<file path="config.mk">
export PLATFORM = sky130hd
export DESIGN_NAME = modbus_reg_responder_flat
export DESIGN_NICKNAME = d
export VERILOG_FILES = /design/src/rtl/modbus_pkg.sv /design/src/rtl/modbus_reg_responder_if.sv /design/src/rtl/modbus_reg_bank.sv /design/src/rtl/modbus_reg_responder.sv /design/src/flat_wrapper.sv
export SDC_FILE = /design/constraint.sdc
export NUM_CORES = 2
export LEC_CHECK = 0
export ABC_AREA = 1
export CAP_MARGIN = 40
export CORE_UTILIZATION = 35
export DETAILED_ROUTE_END_ITERATION = 8
export GPL_TIMING_DRIVEN = 0
export PLACE_DENSITY = 0.7
export REMOVE_ABC_BUFFERS = 1
export SLEW_MARGIN = 20
export SYNTH_ARGS = -nofsm -noshare
export SYNTH_HDL_FRONTEND = slang
export SYNTH_SLANG_ARGS = --single-unit
export TNS_END_PERCENT = 20
</file>
<file path="constraint.sdc">
create_clock -name clk -period 3.06 [get_ports clk]
set_clock_uncertainty 0.2 [all_clocks]
set_input_delay 0.306 -clock clk [delete_from_list [all_inputs] [get_ports clk]]
set_output_delay 0.306 -clock clk [all_outputs]
set_load 0.1 [all_outputs]
</file>
<file path="src/rtl/modbus_pkg.sv">
// Shared types and constants for the Modbus register responder: frame layout,
// function/exception codes and the controller state encoding.
package modbus_pkg;

   localparam int FRAME_W  = 48;
   localparam int SLAVE_LSB = 0;
   localparam int FUNC_LSB  = 8;
   localparam int ADDR_LSB  = 16;
   localparam int DATA_LSB  = 32;

   localparam logic [7:0] FUNC_READ  = 8'h03;
   localparam logic [7:0] FUNC_WRITE = 8'h06;
   localparam logic [7:0] EXC_FLAG   = 8'h80;

   localparam logic [7:0] EXC_NONE  = 8'd0;
   localparam logic [7:0] EXC_FUNC  = 8'd1;
   localparam logic [7:0] EXC_ADDR  = 8'd2;
   localparam logic [7:0] EXC_VALUE = 8'd3;

   typedef enum logic [2:0] {
      ST_IDLE,
      ST_DECODE,
      ST_WRITE,
      ST_READ,
      ST_RESP
   } state_t;

   // Packed MSB-first so the fields land at the offsets above.
   typedef struct packed {
      logic [15:0] data;
      logic [15:0] addr;
      logic [7:0]  func;
      logic [7:0]  slave;
   } frame_t;

   function automatic frame_t exc_frame(input logic [7:0] func,
                                        input logic [7:0] code,
                                        input logic [7:0] slave);
      frame_t f;
      f.data  = 16'h0000;
      f.addr  = {8'h00, code};
      f.func  = func | EXC_FLAG;
      f.slave = slave;
      return f;
   endfunction

endpackage

</file>
<file path="src/rtl/modbus_reg_responder_if.sv">
// Request/response frame bus between the UART deframer/transmitter and the responder.
interface modbus_reg_responder_if;
   import modbus_pkg::*;

   frame_t rx_data;
   logic   rx_valid;
   frame_t tx_data;
   logic   tx_valid;
   logic   tx_ready;

   modport slave (
      input  rx_data,
      input  rx_valid,
      input  tx_ready,
      output tx_data,
      output tx_valid
   );

   modport master (
      output rx_data,
      output rx_valid,
      output tx_ready,
      input  tx_data,
      input  tx_valid
   );

endinterface

</file>
<file path="src/rtl/modbus_reg_bank.sv">
// Register bank: one synchronous write port, one combinational read port and a
// flat view of every entry; cleared synchronously by rst_n.
module modbus_reg_bank #(
   parameter int NUM_REGS = 40,
   parameter int IDX_W    = $clog2(NUM_REGS)
) (
   input  logic                     clk,
   input  logic                     rst_n,
   input  logic                     we,
   input  logic [IDX_W-1:0]         widx,
   input  logic [15:0]              wdata,
   input  logic [IDX_W-1:0]         ridx,
   output logic [15:0]              rdata,
   output logic [NUM_REGS*16-1:0]   reg_out
);

   logic [15:0] mem_q [NUM_REGS];
   logic [15:0] mem_d [NUM_REGS];

   always_comb begin
      mem_d = mem_q;
      if (we && (int'(widx) < NUM_REGS)) begin
         mem_d[widx] = wdata;
      end
   end

   always_ff @(posedge clk) begin
      if (!rst_n) begin
         for (int k = 0; k < NUM_REGS; k++) begin
            mem_q[k] <= '0;
         end
      end else begin
         mem_q <= mem_d;
      end
   end

   assign rdata = (int'(ridx) < NUM_REGS) ? mem_q[ridx] : 16'h0000;

   for (genvar k = 0; k < NUM_REGS; k++) begin : g_out
      assign reg_out[16*k +: 16] = mem_q[k];
   end

endmodule

</file>
<file path="src/rtl/modbus_reg_responder.sv">
// Modbus slave for write-single-register (0x06) and read-holding-registers (0x03)
// against a register bank; one response word per handshake.
module modbus_reg_responder
   import modbus_pkg::*;
#(
   parameter int SLAVE_ADDR = 2,
   parameter int BASE_ADDR  = 300,
   parameter int NUM_REGS   = 40,
   parameter int MAX_READ   = 16
) (
   input  logic                     clk,
   input  logic                     rst_n,
   modbus_reg_responder_if.slave    bus,
   output logic [NUM_REGS*16-1:0]   reg_out,
   output logic                     wr_pulse,
   output logic                     busy,
   output logic [15:0]              frame_cnt,
   output logic [15:0]              err_cnt
);

   localparam int          IDX_W  = $clog2(NUM_REGS);
   localparam int          REM_W  = $clog2(MAX_READ + 1);
   localparam logic [7:0]  SLAVE8 = 8'(SLAVE_ADDR);
   localparam logic [15:0] BASE16 = 16'(BASE_ADDR);
   localparam logic [15:0] MAX16  = 16'(MAX_READ);
   localparam logic [16:0] END17  = 17'(BASE_ADDR + NUM_REGS);

   state_t           state_q, state_d;
   frame_t           req_q, req_d;
   frame_t           tx_data_q, tx_data_d;
   logic [IDX_W-1:0] idx_q, idx_d;
   logic [REM_W-1:0] rem_q, rem_d;
   logic             wr_pulse_q, wr_pulse_d;
   logic [15:0]      frame_cnt_q, frame_cnt_d;
   logic [15:0]      err_cnt_q, err_cnt_d;

   logic             match;
   logic [7:0]       exc_code;
   logic [16:0]      read_end;
   logic             bank_we;
   logic [15:0]      bank_rdata;

   modbus_reg_bank #(
      .NUM_REGS (NUM_REGS),
      .IDX_W    (IDX_W)
   ) u_bank (
      .clk     (clk),
      .rst_n   (rst_n),
      .we      (bank_we),
      .widx    (idx_q),
      .wdata   (req_q.data),
      .ridx    (idx_q),
      .rdata   (bank_rdata),
      .reg_out (reg_out)
   );

   // Request classification on the latched frame; exc_code 0 means legal.
   always_comb begin
      match    = (req_q.slave == SLAVE8);
      exc_code = EXC_NONE;
      read_end = {1'b0, req_q.addr} + {1'b0, req_q.data};
      case (req_q.func)
         FUNC_WRITE: begin
            if ((req_q.addr < BASE16) || ({1'b0, req_q.addr} >= END17)) begin
               exc_code = EXC_ADDR;
            end
         end
         FUNC_READ: begin
            if ((req_q.data == 16'h0000) || (req_q.data > MAX16)) begin
               exc_code = EXC_VALUE;
            end else if ((req_q.addr < BASE16) || (read_end > END17)) begin
               exc_code = EXC_ADDR;
            end
         end
         default: exc_code = EXC_FUNC;
      endcase
   end

   always_ff @(posedge clk) begin
      if (!rst_n) begin
         state_q <= ST_IDLE;
      end else begin
         state_q <= state_d;
      end
   end

   always_comb begin
      state_d = state_q;
      case (state_q)
         ST_IDLE:   if (bus.rx_valid) state_d = ST_DECODE;
         ST_DECODE: begin
            if (!match) begin
               state_d = ST_IDLE;
            end else if (exc_code != EXC_NONE) begin
               state_d = ST_RESP;
            end else if (req_q.func == FUNC_WRITE) begin
               state_d = ST_WRITE;
            end else begin
               state_d = ST_READ;
            end
         end
         ST_WRITE:  state_d = ST_RESP;
         ST_READ:   state_d = ST_RESP;
         ST_RESP:   if (bus.tx_ready) state_d = (rem_q != '0) ? ST_READ : ST_IDLE;
         default:   state_d = ST_IDLE;
      endcase
   end

   // Datapath and control outputs; a frame arriving while busy is only counted.
   always_comb begin
      req_d       = req_q;
      tx_data_d   = tx_data_q;
      idx_d       = idx_q;
      rem_d       = rem_q;
      wr_pulse_d  = 1'b0;
      frame_cnt_d = frame_cnt_q;
      err_cnt_d   = err_cnt_q;
      bank_we     = 1'b0;
      busy        = (state_q != ST_IDLE);
      bus.tx_valid = (state_q == ST_RESP);
      bus.tx_data  = tx_data_q;

      if (bus.rx_valid && (state_q != ST_IDLE)) begin
         err_cnt_d = err_cnt_d + 16'd1;
      end

      case (state_q)
         ST_IDLE: begin
            if (bus.rx_valid) req_d = bus.rx_data;
         end
         ST_DECODE: begin
            if (match) begin
               frame_cnt_d = frame_cnt_q + 16'd1;
               idx_d       = IDX_W'(req_q.addr - BASE16);
               rem_d       = '0;
               if (exc_code != EXC_NONE) begin
                  tx_data_d = exc_frame(req_q.func, exc_code, SLAVE8);
                  err_cnt_d = err_cnt_d + 16'd1;
               end else if (req_q.func == FUNC_READ) begin
                  rem_d = REM_W'(req_q.data);
               end
            end
         end
         ST_WRITE: begin
            bank_we    = 1'b1;
            wr_pulse_d = 1'b1;
            tx_data_d  = req_q;
         end
         ST_READ: begin
            tx_data_d.data  = bank_rdata;
            tx_data_d.addr  = BASE16 + 16'(idx_q);
            tx_data_d.func  = FUNC_READ;
            tx_data_d.slave = SLAVE8;
            idx_d           = idx_q + IDX_W'(1);
            rem_d           = rem_q - REM_W'(1);
         end
         default: ;
      endcase
   end

   always_ff @(posedge clk) begin
      if (!rst_n) begin
         req_q       <= '0;
         tx_data_q   <= '0;
         idx_q       <= '0;
         rem_q       <= '0;
         wr_pulse_q  <= 1'b0;
         frame_cnt_q <= '0;
         err_cnt_q   <= '0;
      end else begin
         req_q       <= req_d;
         tx_data_q   <= tx_data_d;
         idx_q       <= idx_d;
         rem_q       <= rem_d;
         wr_pulse_q  <= wr_pulse_d;
         frame_cnt_q <= frame_cnt_d;
         err_cnt_q   <= err_cnt_d;
      end
   end

   assign wr_pulse  = wr_pulse_q;
   assign frame_cnt = frame_cnt_q;
   assign err_cnt   = err_cnt_q;

endmodule

</file>
<file path="src/flat_wrapper.sv">
// flat-port wrapper written by rule: the top's interface ports become plain ports
module modbus_reg_responder_flat import modbus_pkg::*;
#(
   parameter int SLAVE_ADDR = 2,
   parameter int BASE_ADDR  = 300,
   parameter int NUM_REGS   = 40,
   parameter int MAX_READ   = 16
)
  (clk, rst_n, reg_out, wr_pulse, busy, frame_cnt, err_cnt, bus_rx_data, bus_rx_valid, bus_tx_ready, bus_tx_data, bus_tx_valid);
  modbus_reg_responder_if bus_i ();
  input  logic clk;
  input  logic rst_n;
  output logic [NUM_REGS*16-1:0] reg_out;
  output logic wr_pulse;
  output logic busy;
  output logic [15:0] frame_cnt;
  output logic [15:0] err_cnt;
  input wire logic [$bits(bus_i.rx_data)-1:0] bus_rx_data;
  input wire logic [$bits(bus_i.rx_valid)-1:0] bus_rx_valid;
  input wire logic [$bits(bus_i.tx_ready)-1:0] bus_tx_ready;
  output wire logic [$bits(bus_i.tx_data)-1:0] bus_tx_data;
  output wire logic [$bits(bus_i.tx_valid)-1:0] bus_tx_valid;
  assign bus_i.rx_data = bus_rx_data;
  assign bus_i.rx_valid = bus_rx_valid;
  assign bus_i.tx_ready = bus_tx_ready;
  assign bus_tx_data = bus_i.tx_data;
  assign bus_tx_valid = bus_i.tx_valid;
  modbus_reg_responder #(.SLAVE_ADDR(SLAVE_ADDR), .BASE_ADDR(BASE_ADDR), .NUM_REGS(NUM_REGS), .MAX_READ(MAX_READ)) u_core (.clk(clk), .rst_n(rst_n), .bus(bus_i), .reg_out(reg_out), .wr_pulse(wr_pulse), .busy(busy), .frame_cnt(frame_cnt), .err_cnt(err_cnt));
endmodule
</file>
==> run metrics, run 1 <==
status stopped before the end; Failed at global routing; error msg [ERROR GRT-0232] Routing congestion too high. Check the congestion heatmap in the GUI.; remaining global-route overflow 5; Synth Flop Type dfxtp_1; GRT Total Usage 58.68%; worst setup endpoint GRT u_core.bus.tx_data[32]$_SDFFE_PN0P_/D; ys async rst share 0%; clock buffer depth 3; Yosys reg bits 783; Num Clock Sinks 783; sequential cell area fraction in the yosys report 47.60%; Die Wd 308.7 um; largest net degree at the start of global routing 155; syn avg cell area 7.646 um^2; gp weighted congestion 0.9141; worst ep type sequential cell input; initial cell density of the core 35.34%; synthesized area 32,930 um^2; H-tree depth 3; TritonCTS Buffers 86; post-DP HPWL 150.7 mm; I/O pin count 775; Cell variety after synth 53; Syn Inst Count 4,307; Post-synth EDFFs 0; clock root cell clkbuf_16; die height 308.7 um; Synth Warn # 0; row count 112; port bufs 774
## per-layer routing
metal  global-route usage [%]  overflow
met1                    59.22         0
met2                    76.90         2
met3                    40.44         0
met4                    56.67         3
met5                    19.62         0
## timing repair
| action | in CTS |
|---|---|
| buffers inserted | 107 |
| setup endpoints to repair | 703 |
| cloned | 21 |
| endpoints found under the hold margin | 70 |
| hold buffers | 1 |
| pin swaps | 52 |
| resized for setup | 225 |
## cell usage after synthesis, drive strengths merged, types with 47 or more instances
cell type  number  area, um^2
nor2          151       591.8
o22ai          59       369.1
clkbuf        308        1156
nand2         440        1684
nand4          47       294.0
a22oi          62       465.5
dfxtp         783       15680
o21ai         796        3984
buf            57       292.8
inv           467        1753
nand3          95       493.0
a221oi         76       665.6
a21oi         744        3724
## kinds of logic after synthesis
logic type / share of synthesized area [%]
AOI/OAI and AO/OA: 30.56
buffers and inverters: 9.784
and+or+nand+nor: 10.28
DFF: 47.60
adders and majority gates: 1.087
xor gates and xnor gates: 0.6877
## per-stage QoR
step | instance area [um^2] | std cells | hold WS, ns | setup slack [ns]
floorplan | 31480 | 3942 | 0.2267 | -3.168
global placement | 40800 | 5970 | 0.2480 | -25.47
detailed placement | 57790 | 6766 | 0.2530 | -1.267
CTS | 62980 | 7051 | 0.04188 | -0.1614
==> run 2: changes to the inputs <==
--- a/config.mk
+++ b/config.mk
@@ -7,10 +7,10 @@
 export LEC_CHECK = 0
 export ABC_AREA = 1
 export CAP_MARGIN = 40
-export CORE_UTILIZATION = 35
+export CORE_UTILIZATION = 20
 export DETAILED_ROUTE_END_ITERATION = 8
 export GPL_TIMING_DRIVEN = 0
-export PLACE_DENSITY = 0.7
+export PLACE_DENSITY_LB_ADDON = 0.15
 export REMOVE_ABC_BUFFERS = 1
 export SLEW_MARGIN = 20
 export SYNTH_ARGS = -nofsm -noshare
==> run 2 against run 1 <==
- the flow now finishes, with violations (negative setup slack)
- synthesized cell count unchanged
- synthesized area unchanged
==> run metrics, run 2 <==
status complete, but fails checks; violated checks negative setup slack; Post-Route Setup TNS -0.6951 ns; nets 5,864; Min-Delay Path Class in2reg; Synth area leaders dfxtp_1, o21ai_0, a21oi_1, inv_1, nand2_1; Worst slew margin 34.48%; worst-skew pair later-pin latency 0.73 ns; initial cell density of the core 20.19%; metal3 WL 12.60 mm; Max FO, Critical Path 6; Yosys reg bits 783; synth cell count leaders o21ai_0, dfxtp_1, a21oi_1; DR top layer met5; post-route worst setup slack -0.09176 ns; Final period util 103.0%; row count 148; WL/cell 28.67 um; Cell variety after synth 53; Max Cap Viol 0; P per Cell Area 372.7 nW/um^2; 1st-pass router iterations 5; GRT Total Usage 26.73%; share of the synthesized area in the top cell type 47.60%; largest net degree at the start of global routing 133; post-route ant nets 0; Psw 6672 uW; commonest non-fill, non-tap cell in the layout o21ai_0; DRT Wirelength 230.4 mm; max reg flops 640; ys async rst share 0%; die height 407.8 um; Worst VDD drop 0.5136 mV; 1st-iter DRT viols 2,883; Post-synth EDFFs 0; remaining global-route overflow 0; cell taking the most area after synthesis dfxtp_1; Switching Share 27.35%; area grow syn2layout 98.81%; RSZ-0062 raised after global routing yes; Clock Pin Slew Worst Setup and Hold Paths 0.06 ns; Hold Fails Final Rpt 0; CP Capture Type flop; critical path launch point type flop; most common cell in the netlist o21ai_0; Multi-input gate area 15,200 um^2; port bufs 774; Required @ worst endpoint 3.45 ns; clock root cell clkbuf_16; post-DP HPWL 161.3 mm; syn avg cell area 7.646 um^2; Synth Warn # 0; met1 WL 99.44 mm; vias in the first global route 37,730; Setup Crit Path Kind reg2reg; Worst Max-Slew Pin Slew 0.9726 ns; Peak Freq 317.3 MHz; logic gate share of total power 8.5%; TritonCTS Buffers 96; crit path time final 3.152 ns; post-layout util 40.13%; gp weighted congestion 0.8139; Core Region 163,100 um^2; die area 166,300 um^2; WP data arrival 3.54 ns; DRC violations left 0; Layout fillers 15,650; Internal Power 17,730 uW; Num Clock Sinks 783; Synth Flop Type dfxtp_1; P_leak 0.02433 uW; final setup fails 32; first-pass GRT wire length 313.5 mm; Via Count 38,690; Die Wd 407.8 um; vias per inst 4.813; commonest non-fill, non-tap cells in the layout o21ai_0, dfxtp_1, clkdlybuf4s50_1; initial antenna violation count 27; Pins Over Slew Limit 0; Clock power frac 49.0%; Syn Inst Count 4,307; Sequential cell area 15,750 um^2; synthesized area 32,930 um^2; sequential cell area fraction in the yosys report 47.60%; H-tree depth 3; sequential share of power 42.5%; CTS tree built; met2 wire len 109.4 mm; I/O pin count 775; layout cell share with drive strength beyond 1 23.68%; clock buffer depth 3
-- run 2: cell families after synthesis --
family | Yosys count | share of synthesized area, %
and+or+nand+nor | 788 | 10.28
AOI/OAI and AO/OA | 1847 | 30.56
adders and majority gates | 28 | 1.087
DFF | 783 | 47.60
xor gates and xnor gates | 25 | 0.6877
buffers and inverters | 836 | 9.784
-- run 2: layer usage --
layer	vias up	track usage (%)
met3	361	4.112
met5	-	0
li1	17820	-
met1	18930	34.45
met2	1578	44.89
met4	2	9.625
-- run 2: timing repair --
item | CTS | global route
buffers inserted | 113 | 9
setup endpoints to repair | 696 | 237
hold endpoints to repair | 117 | 0
cloned | 12 | 3
pin swaps | 39 | 26
resized for setup | 202 | 83
hold buffers | 25 | 0
-- run 2: layout make-up --
type,instances,share of cell area [%]
Sequential cell,783,24.06
Tap cell,2175,4.157
Clock buffer,141,4.373
Antenna cell,7,0.02676
Clock inverter,30,0.6135
Timing Repair Buffer,1734,40.22
Multi-Input combinational cell,2690,23.22
Timing Repair inverter,8,0.2676
Inverter,471,3.060
-- run 2: stage by stage --
stage	hold slack [ns]	cells	cell area (um^2)	total power (uW)	setup slack [ns]
2_1_floorplan	0.2267	3942	31480	11160	-3.168
3_3_place_gp	0.2478	6891	41950	12270	-31.32
3_5_place_dp	0.2542	7699	59280	12260	-1.262
4_1_cts	0.00005096	8019	65030	24560	-0.1117
5_1_grt	0.03883	8033	65450	25110	-0.2302
6_report	0.05732	8039	65470	24400	-0.09176
-- run 2: path summary, 6_finish.rpt --
path	from	end	slack, ns	cells past startpoint
worst min-delay path	bus_rx_data[8]	u_core.req_q[8]	0.06	3
worst max-delay path	u_core.idx_q[0]	u_core.bus.tx_data[39]	-0.09	12
worst min register to register	u_core.u_bank.reg_out[405]	u_core.u_bank.reg_out[405]	0.26	2
worst max register to register	u_core.idx_q[0]	u_core.bus.tx_data[39]	-0.09	12
-- run 2: critical path, stage by stage (launching register included) --
cell and delay (ns):
dfxtp_4 0.37, buf_12 0.14, nand3_4 0.25, inv_12 0.05
buf_16 0.16, buf_12 0.16, nand2_1 0.05, o21ai_0 0.35
o41ai_1 0.59, clkdlybuf4s15_2 0.31, nand3_1 0.08, o21ai_0 0.16
a31oi_1 0.09
-- run 2: power by group through the flow --
stage               Clock (uW)  Combinational [uW]  Sequential (uW)
finish                   11900                2080            10400
global route             12500                2210            10400
CTS                      12200                2040            10400
detailed placement           0                1540            10700
global placement             0                1430            10800
floorplan                    0                 567            10600
(Power assumes the default switching activity.)
